`config.mk`:
```
export PLATFORM = sky130hd
export DESIGN_NAME = bayer_raw_capture_flat
export DESIGN_NICKNAME = d
export VERILOG_FILES = /design/src/rtl/bayer_pkg.sv /design/src/rtl/bayer_raw_capture_if.sv /design/src/rtl/bayer_raw_capture.sv /design/src/flat_wrapper.sv
export SDC_FILE = /design/constraint.sdc
export NUM_CORES = 1
export LEC_CHECK = 0
export ABC_AREA = 1
export CORE_UTILIZATION = 45
export DETAILED_ROUTE_END_ITERATION = 8
export PLACE_DENSITY = 0.7
export SLEW_MARGIN = 25
export SYNTH_ARGS = -nofsm -noshare
export SYNTH_HDL_FRONTEND = slang
export SYNTH_SLANG_ARGS = --single-unit
```
`constraint.sdc`:
```
create_clock -name iCLK -period 1.8 [get_ports iCLK]
set_input_delay 0.54 -clock iCLK [delete_from_list [all_inputs] [get_ports iCLK]]
set_output_delay 0.54 -clock iCLK [all_outputs]
set_load 0.01 [all_outputs]
```
`src/rtl/bayer_pkg.sv`:
```
// bayer_pkg: shared widths, capture state encoding and pixel-bus type for the Bayer pipeline
package bayer_pkg;
    localparam int DATA_W  = 12;
    localparam int CNT_W   = 11;
    localparam int FRAME_W = 32;

    typedef enum logic [1:0] {IDLE, ARMED, CAPTURE} cap_state_t;

    typedef struct packed {
        logic              fval;
        logic              lval;
        logic [DATA_W-1:0] data;
    } pix_bus_t;
endpackage

```
`src/rtl/bayer_raw_capture_if.sv`:
```
// bayer_raw_capture_if: sensor-side inputs and capture outputs of the raw Bayer capture block
interface bayer_raw_capture_if;
    import bayer_pkg::*;
    logic [DATA_W-1:0]  iDATA;
    logic               iFVAL;
    logic               iLVAL;
    logic               iSTART;
    logic               iEND;
    logic [DATA_W-1:0]  oDATA;
    logic               oDVAL;
    logic [CNT_W-1:0]   oX_Cont;
    logic [CNT_W-1:0]   oY_Cont;
    logic [FRAME_W-1:0] oFrame_Cont;
    logic               oLineErr;

    modport master (
        output iDATA, iFVAL, iLVAL, iSTART, iEND,
        input  oDATA, oDVAL, oX_Cont, oY_Cont, oFrame_Cont, oLineErr
    );

    modport slave (
        input  iDATA, iFVAL, iLVAL, iSTART, iEND,
        output oDATA, oDVAL, oX_Cont, oY_Cont, oFrame_Cont, oLineErr
    );
endinterface

```
`src/rtl/bayer_raw_capture.sv`:
```
// bayer_raw_capture: frame-gated capture of the raw sensor stream with column/row/frame counters
module bayer_raw_capture
    import bayer_pkg::*;
#(
    parameter int H_MAX = 1280
) (
    input logic                iCLK,
    input logic                iRST,
    bayer_raw_capture_if.slave bus
);
    localparam logic [CNT_W-1:0] X_LAST = CNT_W'(H_MAX - 1);
    localparam logic [CNT_W-1:0] Y_SAT  = '1;

    cap_state_t         state_q, state_d;
    pix_bus_t           pix_d1_q, pix_d1_d;
    logic               prev_fval_q, lval_d2_q;
    logic               stop_q, stop_d;
    logic [DATA_W-1:0]  data_q, data_d;
    logic               dval_q, dval_d;
    logic [CNT_W-1:0]   x_q, x_d, y_q, y_d, ox_q, ox_d, oy_q, oy_d, y_inc;
    logic [FRAME_W-1:0] frame_q, frame_d;
    logic               err_q, err_d;
    logic               frame_start, frame_end, capturing, valid, start_cap, short_line, row_done;

    // state register; reset parks the block in IDLE until re-armed
    always_ff @(posedge iCLK) begin
        if (iRST) state_q <= IDLE;
        else state_q <= state_d;
    end

    // next state: arming only waits for a frame edge, so capture never starts mid-frame
    always_comb begin
        state_d = state_q;
        case (state_q)
            IDLE:    if (bus.iSTART && !bus.iEND) state_d = ARMED;
            ARMED:   state_d = bus.iEND ? IDLE : (frame_start ? CAPTURE : ARMED);
            CAPTURE: if (frame_end) state_d = (stop_q || bus.iEND) ? IDLE : ARMED;
            default: state_d = IDLE;
        endcase
    end

    // state-derived strobes built on the once-registered sensor signals
    always_comb begin
        frame_start = pix_d1_q.fval && !prev_fval_q;
        frame_end   = !pix_d1_q.fval && prev_fval_q;
        capturing   = state_q == CAPTURE;
        valid       = capturing && pix_d1_q.fval && pix_d1_q.lval;
        start_cap   = state_q == ARMED && !bus.iEND && frame_start;
        short_line  = capturing && lval_d2_q && !pix_d1_q.lval && x_q != '0;
        row_done    = short_line || (valid && x_q == X_LAST);
    end

    // datapath next values; x_q/y_q address the next pixel, ox/oy latch the one on oDATA
    always_comb begin
        pix_d1_d = '{fval: bus.iFVAL, lval: bus.iLVAL, data: bus.iDATA};
        y_inc    = (y_q == Y_SAT) ? y_q : y_q + 1'b1;
        stop_d   = capturing && !frame_end && (stop_q || bus.iEND);
        data_d   = valid ? pix_d1_q.data : data_q;
        dval_d   = valid;
        ox_d     = start_cap ? '0 : (valid ? x_q : ox_q);
        oy_d     = start_cap ? '0 : (valid ? y_q : oy_q);
        x_d      = (start_cap || row_done) ? '0 : (valid ? x_q + 1'b1 : x_q);
        y_d      = start_cap ? '0 : (row_done ? y_inc : y_q);
        err_d    = !start_cap && (err_q || short_line);
        frame_d  = (capturing && frame_end) ? frame_q + 1'b1 : frame_q;
    end

    // datapath registers; fval history resets high so reset never fakes a frame edge
    always_ff @(posedge iCLK) begin
        if (iRST) begin
            pix_d1_q    <= '{fval: 1'b1, lval: 1'b0, data: '0};
            prev_fval_q <= 1'b1;
            lval_d2_q   <= 1'b0;
            stop_q      <= 1'b0;
            data_q      <= '0;
            dval_q      <= 1'b0;
            x_q         <= '0;
            y_q         <= '0;
            ox_q        <= '0;
            oy_q        <= '0;
            frame_q     <= '0;
            err_q       <= 1'b0;
        end else begin
            pix_d1_q    <= pix_d1_d;
            prev_fval_q <= pix_d1_q.fval;
            lval_d2_q   <= pix_d1_q.lval;
            stop_q      <= stop_d;
            data_q      <= data_d;
            dval_q      <= dval_d;
            x_q         <= x_d;
            y_q         <= y_d;
            ox_q        <= ox_d;
            oy_q        <= oy_d;
            frame_q     <= frame_d;
            err_q       <= err_d;
        end
    end

    assign bus.oDATA       = data_q;
    assign bus.oDVAL       = dval_q;
    assign bus.oX_Cont     = ox_q;
    assign bus.oY_Cont     = oy_q;
    assign bus.oFrame_Cont = frame_q;
    assign bus.oLineErr    = err_q;
endmodule

```
`src/flat_wrapper.sv`:
```
// flat-port wrapper written by rule: the top's interface ports become plain ports
module bayer_raw_capture_flat import bayer_pkg::*;
#(
    parameter int H_MAX = 1280
)
  (iCLK, iRST, bus_iDATA, bus_iFVAL, bus_iLVAL, bus_iSTART, bus_iEND, bus_oDATA, bus_oDVAL, bus_oX_Cont, bus_oY_Cont, bus_oFrame_Cont, bus_oLineErr);
  bayer_raw_capture_if bus_i ();
  input logic iCLK;
  input logic iRST;
  input wire logic [$bits(bus_i.iDATA)-1:0] bus_iDATA;
  input wire logic [$bits(bus_i.iFVAL)-1:0] bus_iFVAL;
  input wire logic [$bits(bus_i.iLVAL)-1:0] bus_iLVAL;
  input wire logic [$bits(bus_i.iSTART)-1:0] bus_iSTART;
  input wire logic [$bits(bus_i.iEND)-1:0] bus_iEND;
  output wire logic [$bits(bus_i.oDATA)-1:0] bus_oDATA;
  output wire logic [$bits(bus_i.oDVAL)-1:0] bus_oDVAL;
  output wire logic [$bits(bus_i.oX_Cont)-1:0] bus_oX_Cont;
  output wire logic [$bits(bus_i.oY_Cont)-1:0] bus_oY_Cont;
  output wire logic [$bits(bus_i.oFrame_Cont)-1:0] bus_oFrame_Cont;
  output wire logic [$bits(bus_i.oLineErr)-1:0] bus_oLineErr;
  assign bus_i.iDATA = bus_iDATA;
  assign bus_i.iFVAL = bus_iFVAL;
  assign bus_i.iLVAL = bus_iLVAL;
  assign bus_i.iSTART = bus_iSTART;
  assign bus_i.iEND = bus_iEND;
  assign bus_oDATA = bus_i.oDATA;
  assign bus_oDVAL = bus_i.oDVAL;
  assign bus_oX_Cont = bus_i.oX_Cont;
  assign bus_oY_Cont = bus_i.oY_Cont;
  assign bus_oFrame_Cont = bus_i.oFrame_Cont;
  assign bus_oLineErr = bus_i.oLineErr;
  bayer_raw_capture #(.H_MAX(H_MAX)) u_core (.iCLK(iCLK), .iRST(iRST), .bus(bus_i));
endmodule
```
After elaboration in Yosys (flattened, before gate mapping)
Cells that the tools add are included.

Magnitude comparators: 0. Equality and inequality tests: 6. Divide/modulo/power cells: 0. Bitwise logic cells: 1. $add $sub $neg: 3. $mul: 0. Reduce and logical (&&, ||, !) cells: 31. Muxes and demuxes: 6. Shift operators: 0.

Operators with widths (number): $add A32 B1 Y32 const B (1); $add A11 B1 Y11 const B (2); $eq A11 B11 Y1 const B (2); $logic_and A1 B1 Y1 (15); $reduce_bool A11 Y1 (1); $mux W2 (4); $logic_not A1 Y1 (6); $pmux W2 S3 (1); $logic_or A1 B1 Y1 (4); $ne A2 B1 Y1 const B (2); $reduce_and A2 Y1 (2); $reduce_or A2 Y1 (2); $eq A2 B1 Y1 const B (1); $eq A2 B2 Y1 const B (1); $logic_not A2 Y1 (1); $mux W1 (1); $not A1 Y1 (1).

Bits in read-only memories: 0. Latch bits: 0. Bits in registers: 109. RAM bits: 0. Logic and storage cells: 62. Input port bits: 18. Memories kept: 0.

Depth between registers and ports, before layout
Depth after elaboration: 7. Depth in mapped cells: 10. Mapped depth without buffers: 10.

Worst setup path before layout
OpenSTA, ideal clock, no wires.

Path kind: register to register. Start point: register u_core.y_q[0]. End point: register u_core.y_q[0]. Cell stages (with the launch flop): 8. Setup slack: 0.444 ns. Library setup time: 0.070 ns. Arrival: 1.286 ns. Buffers on the path: 0. Clock period less this slack: 1.356 ns. Cells stage by stage: dfxtp_1 > ha_1 > nand2_1 > nor2_2 > nand3_2 > nand2_1 > nand2_1 > a21oi_1.

Word-level cells in the longest chain between the ends: 3.

RTL lines: start, declared (line bayer_raw_capture.sv:20) `logic [CNT_W-1:0] x_q, x_d, y_q, y_d, ox_q, ox_d, oy_q, oy_d, y_inc;`; start signal, assigned (line bayer_raw_capture.sv:91) `y_q <= y_d;`; branches (longest 3 deep; another with $add A11 B1 Y11).

Several ways; the timed one is not identified. A chain may end at the register's enable or synchronous reset.

Final worst setup path
Start point: register u_core.x_q[0]. End point: register u_core.y_q[8].

Word-level cells in the longest chain between the ends: 4.

RTL lines: start, declared (line bayer_raw_capture.sv:20); start signal, assigned (line bayer_raw_capture.sv:77) `x_q <= '0;`; start signal, assigned (line bayer_raw_capture.sv:90) `x_q <= x_d;`; $eq A11 B11 Y1 or $reduce_bool A11 Y1 (tied branches) (line bayer_raw_capture.sv:50, bayer_raw_capture.sv:49); $logic_and A1 B1 Y1, on equally long branches (line bayer_raw_capture.sv:50, bayer_raw_capture.sv:49); $logic_or A1 B1 Y1 (*) (line bayer_raw_capture.sv:50) `row_done = short_line || (valid && x_q == X_LAST);`; $reduce_and A2 Y1 (no line) (*).

Every way passes the cells marked *; elsewhere a longest branch is shown, timed or not.

==> results.ini <==
[finish]
final_cell_count_no_fill=949
nNetsFinal=830
n_antenna_cell=0
syn_to_final_growth_pct=25.0
finalInstanceArea_um2=6140
drive_above_1_share_pct=9.72
n_fill_cell=1048

[timing]
final.min_clock_period_ns=1.65
tightest_slew_ns=0.481
fin_tns_setup_ns=0
max_slew_margin_pct=68.0
maxSlewViolCount=0
post-route-period-util_pct=91.6
finClkSkew_ns=0.0154
rsz0062_at_grt=no
hold_viol=0
setup_violations=0
fmax_ghz=0.606

[critical_path]
path_max_fanout=11
start_kind=flop
crit_slowest_cell=dfxtp_1
worstSetupEndpointType=flop
crit_chain=ha_1 > nand3_1 > nor2_1 > nand3_1 > nand2_4 > buf_4 > nand3_1 > nand2_1 > nor2_1
critPathMaxStageDelay_ns=0.44
ff2ff_setup_slack_ns=0.15
critical_path_class=reg2reg
cp.required_ns=2.06
cp.arrival_ns=1.91
path_common_cell=nand3_1

[global_route]
grt_max_degree=52
antenna_found_initial=0
overflow=0
gr-usage-all-layers_pct=21.0
grt_pass1_vias=4270
grt_first_pass_wirelength_mm=19.2

[logic_synthesis]
synth_area_um2=4910
synth_area_per_cell_um2=6.85
synth-adder-area-share_pct=1.02
ys_warn_count=0
seq_area_frac_synth_pct=44.4
synth_mux_area_share_pct=0
synth_compound_area_share_pct=7.77
synth_xor_area_share_pct=1.43
synth_seq_cells=109
yosysUniqueCellTypes=32
synth_top_area_share_pct=44.4
yosys-top-cells-area=dfxtp_1 44%, nand2_1 14%, nor2_1 8.7%
synth_area_leader_cell=dfxtp_1
synth-simple-area-share_pct=35.4
syn_nets=739
synth_top_family_by_area=simple AND/OR/NAND/NOR gates
syn_inst=717

[drt]
viasPerCell=4.89
avgRoutedWirePerCell_um=12.1
drt_iter0_drc=238
drc_errors=0
ant_nets=0
dr.pass1.iters=5
vias=4645
postRouteWirelength_mm=11.5

[power_and_ir_drop]
clkPwrFrac_pct=34.9
power_frac_comb_pct=3.8
total_power_w=0.00398
leakagePower_nw=3.04
p_int_w=0.00302
peakVddDrop_mv=0.396
switchingPower_w=0.000956
powerDensity_nw_per_um2=648
power_frac_seq_pct=61.3
swShare_pct=24.0

[job]
maxCapViolCount=0

[floorplan]
rows=37
io_pins=86
dieArea_um2=11300
die_w_um=106
fp.dieH_um=106
core_area_um2=10500
start_util_pct=46.9

[clock_network]
clock_sinks=109
cts_tree=done
numCtsBuffers=9
clock_latency_ns=0.37
htree_levels=3
clk_pin_slew_ns=0.11
cts-root-buf=clkbuf_8
cts_buffer_depth=2

[placed_design]
dp_cells=933
dpl_cell_area_um2=5980
io_buffers=85
place_congestion=0.870
hpwl_mm=8.49

[run_status]
outcome=completed

[hold_path]
hold_class=reg2reg

[placed cells by master, fill, tap and decap left out, drive strengths merged, types with 3 or more instances in the layout]
cell type	synthesis	layout
nand2	186	186
nor2	128	128
inv	110	112
dfxtp	109	109
dlygate4sd2	0	63
nand3	44	44
o21ai	37	37
a21oi	34	34
nor3	22	22
clkdlybuf4s50	0	17
buf	5	12
nand4	9	9
clkbuf	12	9
xor2	8	8
dlymetal6s2s	0	5
ha	4	4
clkinv	0	3
[cells in the mapped netlist]
library cell  count
nand3_1          41
nand2_4           1
a21oi_1          34
nand4_1           9
nand3_4           1
nor3_2            1
inv_1           106
nand3b_2          1
a211oi_1          1
nor3_1           21
nand2_1         183
nor2_4            5
nor4_1            1
and2_1            1
clkbuf_1         12
o21ai_2           1
nand2_2           2
or2_2             1
o21a_1            2
nor2_8            2
buf_6             1
nand3b_1          1
buf_2             4
ha_1              4
inv_2             4
nor2b_1           1
o21ai_0          36
nand3_2           2
xor2_1            8
nor2_1          114
nor2_2            7
dfxtp_1         109
[flip-flops by register name, indices dropped and copies added (netlist names), 2 cells and up]
register,count
u_core.bus.oFrame_Cont,32
u_core.pix_d1_q,14
u_core.bus.oDATA,12
u_core.bus.oX_Cont,11
u_core.bus.oY_Cont,11
u_core.x_q,11
u_core.y_q,11
u_core.state_q,2
[kinds of logic (layout without fill, tap and decap cells)]
family,count (synthesis),in the layout
AOI/OAI and AO/OA,74,74
xor gates and xnor gates,8,8
adders and majority gates,4,4
buffers and inverters,127,223
DFF,109,109
and+or+nand+nor,395,395
[worst max-delay path: cells and delay by family, from the launching register on]
family | cells | cell delay (ns)
adders and majority gates | 1 | 0.22
buffers and inverters | 1 | 0.16
DFF | 1 | 0.44
and+or+nand+nor | 7 | 0.71
[power groups by stage]
stage | Sequential [W] | Combinational, W | Clock, W
6_report | 0.00244 | 0.000152 | 0.00139
5_1_grt | 0.00244 | 0.000170 | 0.00152
3_3_place_gp | 0.00249 | 0.000152 | 0
2_1_floorplan | 0.00249 | 0.0000745 | 0
4_1_cts | 0.00244 | 0.000154 | 0.00144
3_5_place_dp | 0.00250 | 0.000154 | 0
[metrics by stage]
step | utilization [%] | hold WS, ns | setup WS [ns]
2_1_floorplan | - | 0.424 | 0.444
3_3_place_gp | 57.2 | 0.434 | 0.0104
3_5_place_dp | 57.2 | 0.442 | -0.0493
4_1_cts | 58.5 | 0.460 | 0.000180
5_1_grt | 58.6 | 0.482 | 0.0102
6_report | 58.6 | 0.461 | 0.150
[cell type report]
class	count	area, µm²	area share [%]
Sequential cell	109	2210	36.1
Timing Repair Buffer	97	912	14.9
Inverter	110	413	6.73
Clock inverter	7	58.8	0.958
Multi-Input combinational cell	481	2250	36.6
Clock buffer	9	124	2.02
Tap cell	136	170	2.77
[worst paths after layout]
kind / startpoint / to / cells after the start
hold reg to reg: u_core.bus.oLineErr$_SDFF_PP0_ / u_core.bus.oLineErr$_SDFF_PP0_ / 2
setup reg to reg: u_core.x_q[0]$_SDFFE_PP0P_ / u_core.y_q[8]$_SDFFE_PP0P_ / 9
hold / removal: u_core.bus.oLineErr$_SDFF_PP0_ / u_core.bus.oLineErr$_SDFF_PP0_ / 2
setup / recovery: u_core.x_q[0]$_SDFFE_PP0P_ / u_core.y_q[8]$_SDFFE_PP0P_ / 9
[repair_timing]
action / in CTS / in global routing
setup endpoints to repair: 63 / 20
hold buffers: 0 / 0
resized for setup: 86 / 7
buffers inserted: 0 / 0
[layer usage]
layer | GRT usage (%) | part of all wire (%)
met1 | 27.3 | 46
met3 | 3.56 | 6.0
met4 | 6.95 | 1.0
met2 | 35.2 | 47
met5 | 0 | 0
Note: power is estimated with default switching activity, not from simulation.
